===== src/rtl/simple_stat_counter.sv =====
// 32-bit statistics counter.
//  - inc_i adds one per cycle, wrapping 0xFFFFFFFF -> 0
//  - clr_i zeroes the counter and wins over a same-cycle increment
// Ports:
//  clk_i    clock
//  rst_ni   asynchronous active-low reset
//  clr_i    synchronous clear
//  inc_i    increment enable
//  count_o  current count
module simple_stat_counter (
  input  logic        clk_i,
  input  logic        rst_ni,
  input  logic        clr_i,
  input  logic        inc_i,
  output logic [31:0] count_o
);

  logic [31:0] count_q;
  logic [31:0] count_d;

  always_comb begin
    count_d = count_q;
    if (clr_i) begin
      count_d = 32'd0;
    end else if (inc_i) begin
      count_d = count_q + 32'd1;
    end
  end

  always_ff @(posedge clk_i or negedge rst_ni) begin
    if (!rst_ni) begin
      count_q <= 32'd0;
    end else begin
      count_q <= count_d;
    end
  end

  assign count_o = count_q;

endmodule


===== config.mk =====
export PLATFORM = sky130hd
export DESIGN_NAME = simple_stat_counter
export DESIGN_NICKNAME = d
export VERILOG_FILES = /design/src/rtl/simple_stat_counter.sv
export SDC_FILE = /design/constraint.sdc
export NUM_CORES = 1
export LEC_CHECK = 0
export CAP_MARGIN = 25
export CELL_PAD_IN_SITES_DETAIL_PLACEMENT = 1
export CELL_PAD_IN_SITES_GLOBAL_PLACEMENT = 1
export CORE_MARGIN = 2
export CORE_UTILIZATION = 25
export DETAILED_ROUTE_END_ITERATION = 7
export DONT_BUFFER_PORTS = 1
export PLACE_DENSITY = 0.49
export RECOVER_POWER = 100
export SETUP_SLACK_MARGIN = 0.1
export SLEW_MARGIN = 10
export SYNTH_ARGS = -nofsm -noshare
export SYNTH_HDL_FRONTEND = slang
export SYNTH_SLANG_ARGS = --single-unit

===== constraint.sdc =====
create_clock -name clk_i -period 2.9 [get_ports clk_i]
set_input_delay 0.58 -clock clk_i [delete_from_list [all_inputs] [get_ports clk_i]]
set_output_delay 0.58 -clock clk_i [all_outputs]
set_load 0.01 [all_outputs]

After elaboration in Yosys (flattened, before gate mapping)
Index checks and enable logic that the tools add are counted.

Input bits: 4. Output and inout port bits: 32. Flip-flop bits (word level): 32. Word-level logic and storage cells: 5.

Reductions and logical operators: 1. Add/sub/neg operators: 1. Muxes and demuxes: 2.

Operators with widths (count): 32-bit 2-to-1 mux (2); 32-bit by 1-bit adder with 32-bit output (second input constant) (1); 2-bit nonzero test (1).

Longest topological paths before layout
Depth in word-level cells: 3. Mapped depth: 7. Mapped depth without buffers: 5.

Least setup slack after synthesis
OpenSTA, ideal clock, no wires.

Path kind: input-to-reg. Start point: in clr_i. End point: reg count_q[27] (netlist: count_o[27]). Library setup time: 0.078 ns. Path buffers: 2. Data required time: 2.822 ns. Arrival time: 2.027 ns. Setup slack: 0.795 ns. Stages on the path: 6. Cell sequence: buf_4 -> o2111ai_4 -> or3_1 -> clkbuf_2 -> or4_1 -> a21oi_1.

Longest elaborated chain between the ends: 1.

RTL lines: start: declaration (line 13) `input logic clr_i,`; 32-bit 2-to-1 mux / 2-bit nonzero test (equally long branches); end signal: assignment (line 34) `count_q <= count_d;`; end: declaration (line 18) `logic [31:0] count_q;`.

Parallel ways exist; a longest one is shown, timed or not. A chain may end at the register's enable or synchronous reset.

Worst setup path in the final report
Start point: reg count_q[2] (netlist: count_o[2]). End point: reg count_q[31] (netlist: count_o[31]).

Longest elaborated chain between the ends: 3.

RTL lines: 32-bit by 1-bit adder with 32-bit output (line 26) `count_d = count_q + 32'd1;`; 32-bit 2-to-1 mux (line 25) `end else if (inc_i) begin`; 32-bit 2-to-1 mux (line 23) `if (clr_i) begin`.

Every way passes these cells. The select of a mux whose other input is x is not followed.

==> flow_summary.yaml <==
run_status:
  status: "complete, but fails checks"
  violations: "max-capacitance violations, max-slew violations"
cells_and_area:
  largest_reg_flops: 32
  seq_area_um2: 801
  final_common_cell: "dfrtp_1"
  diodes: 0
  mostFrequentLayoutCells: "32 x dfrtp_1, 20 x a21oi_1, 13 x or4_1, 13 x nand2_1"
  layout-drive-gt1-share: 0.0465
  nNetsFinal: 177
  final_area_um2: 1800
  syn_to_final_growth_pct: 7.30
  fillerInstances: 724
  multi_input_area_um2: 783
detailed_routing:
  ant_nets: 0
  first_pass_iters: 4
  routedWlPerCell_um: 17.3
  num_vias: 1378
  via_per_inst: 5.53
  drt_iter0_markers: 52
  drc_errors: 0
  wl_um: 4300
floorplan:
  ios: 36
  die_y_um: 86.0
  die_width_um: 86.0
  start_util: 0.262
  rows: 29
  coreArea_um2: 6420
  dieArea_um2: 7390
hold_path:
  hp-class: "primary input to flop"
  whs_endpoint: "count_o[25]"
  whs_path_depth: 1
  hold_path.startpoint: "clr_i"
synth:
  yosys.area_share.adder: 0.00745
  synthXorXnorAreaFrac: 0.0573
  synth_edf_count: 0
  yosys_warnings: 0
  async_flop_share: 1.00
  synth_cells: 176
  synth_cell_types: 28
  ys_seq_elements: 32
  synth-compound-area-share: 0.163
  synthSimpleGateAreaFrac: 0.243
  muxShareOfSynthArea: 0.00596
  synthFlopType: "dfrtp_1"
  synth.avg_cell_area_um2: 9.55
  synth_area_um2: 1680
  yosysSeqAreaShare: 0.477
  syn_nets: 181
  synth_top_family_by_area: "simple AND/OR/NAND/NOR gates"
sta:
  fin_tns_setup_ps: 0
  tightest_slew_ps: 1820
  finalSetupViolCount: 0
  slew_headroom: -0.210
  fmax_mhz: 412
  rsz0062_at_grt: "no"
  min_period_ps: 2430
  period_share: 0.837
  finClkSkew_ps: 6.88
  hold_viol: 0
  report.final.slew_viol_count: 33
global_routing:
  grt_pass1_vias: 1472
  grt_overflow: 0
  grt_max_degree: 36
  grt_util_met3: 0.0452
  antenna_found_initial: 0
  use_met1: 0.152
  busiest_layer: "met2"
  grt_pass1_wl_um: 7310
  gr-usage-all-layers: 0.126
  grtUsageMet2: 0.202
critical_path:
  r2r_start: "count_o[2]"
  critPathKind: "flop to flop"
  worstSetupStartpoint: "count_o[2]"
  r2r_end: "count_o[31]"
  start_kind: "flop"
  worst-path-max-fanout: 17
  cp.required_ps: 3120
  arrival_ps: 2640
  end_kind: "flop"
  ff2ff_path_depth: 4
  reg2reg_setup_slack_ps: 470
pwr:
  ir_drop_v: 0.000139
  p_leak_nw: 0.651
  power_density_nw_per_um2: 476
clocking:
  cts_num_sinks: 32
  numCtsBuffers: 5
  clk_latency_ps: 290
  htree_levels: 2
  cts_buffer_depth: 2
  clk_pin_slew_ps: 70
  cts_root_buf: "clkbuf_8"
  tritoncts: "built"
  post_cts_resized: 0
placed_design:
  port_buffers: 0
  routabilityCongestion: 0.714
  hpwlAfterDp_um: 2870
  placed_area_um2: 1720
job:
  drv_cap: 1
[timing repair]
action / in CTS / in global routing
endpoints found under the hold margin: 32 / 0
hold buffers: 1 / 0
setup buffers: 0 / 0
[synth_stat cells (2+ instances only)]
library cell	number	area, µm²
dfrtp_1	32	801
a21oi_1	20	100
nand2_1	13	48.8
or4_1	13	97.6
nor2_1	12	45.0
o31ai_1	12	90.1
or3_1	9	56.3
o21ai_0	8	40.0
xnor2_1	7	61.3
clkbuf_1	6	22.5
inv_1	6	22.5
nand3_1	6	30.0
nand4_1	5	31.3
and4_1	4	35.0
nor4_1	4	25.0
xor2_1	4	35.0
buf_2	2	10.0
buf_4	2	15.0
nor3_1	2	10.0
[kinds of logic (layout without fill, tap and decap cells)]
| logic type | count (synthesis) | after routing |
|---|---|---|
| and+or+nand+nor | 70 | 70 |
| AOI/OAI and AO/OA | 43 | 43 |
| DFF | 32 | 32 |
| buffers and inverters | 18 | 14 |
| xor gates and xnor gates | 11 | 11 |
| adders and majority gates | 1 | 1 |
| muxes | 1 | 1 |
[cell type report]
type                       instances  share of cell area
sequential                        32               0.444
multi-input combinational        126               0.434
clock buffer                       7              0.0534
tap                               77              0.0534
inverter                           6              0.0125
timing repair buffer               1             0.00208
[worst max path at each step]
stage	endpoint	slack, ps	cells after the start
after CTS	count_o[24]	490	5
after global routing	count_o[27]	290	4
final	count_o[31]	470	4
after global placement	count_o[24]	530	5
after floorplan	count_o[27]	800	6
after detailed placement	count_o[24]	510	5
[report_power, final]
part	leakage, nW	switching [mW]	total (mW)	internal [mW]
sequential	0.446	0.00578	0.455	0.449
clock	0.0503	0.175	0.386	0.212
combinational	0.155	0.0118	0.0162	0.00443
total	0.651	0.192	0.857	0.665
[worst max-delay path, cell delays in order (launching register included)]
cell       delay, ps
dfrtp_1          480
o2111ai_1        400
or3_1            720
or4_1            590
a21oi_1          170
[metal layers]
metal	vias to the layer above	wire length, µm
li1	639	-
met1	696	1870
met2	35	2050
met3	8	302
met4	0	75
met5	-	0
[stage by stage]
stage	instances	hold slack [ps]	power, mW	setup WS (ps)	utilization
after floorplan	176	284	0.479	795	-
after detailed placement	241	285	0.473	510	0.268
after global placement	241	285	0.472	529	0.268
final	249	346	0.857	471	0.281
after global routing	249	333	0.895	292	0.281
after CTS	249	112	0.880	487	0.286
Power figures use the tool's default switching activity.
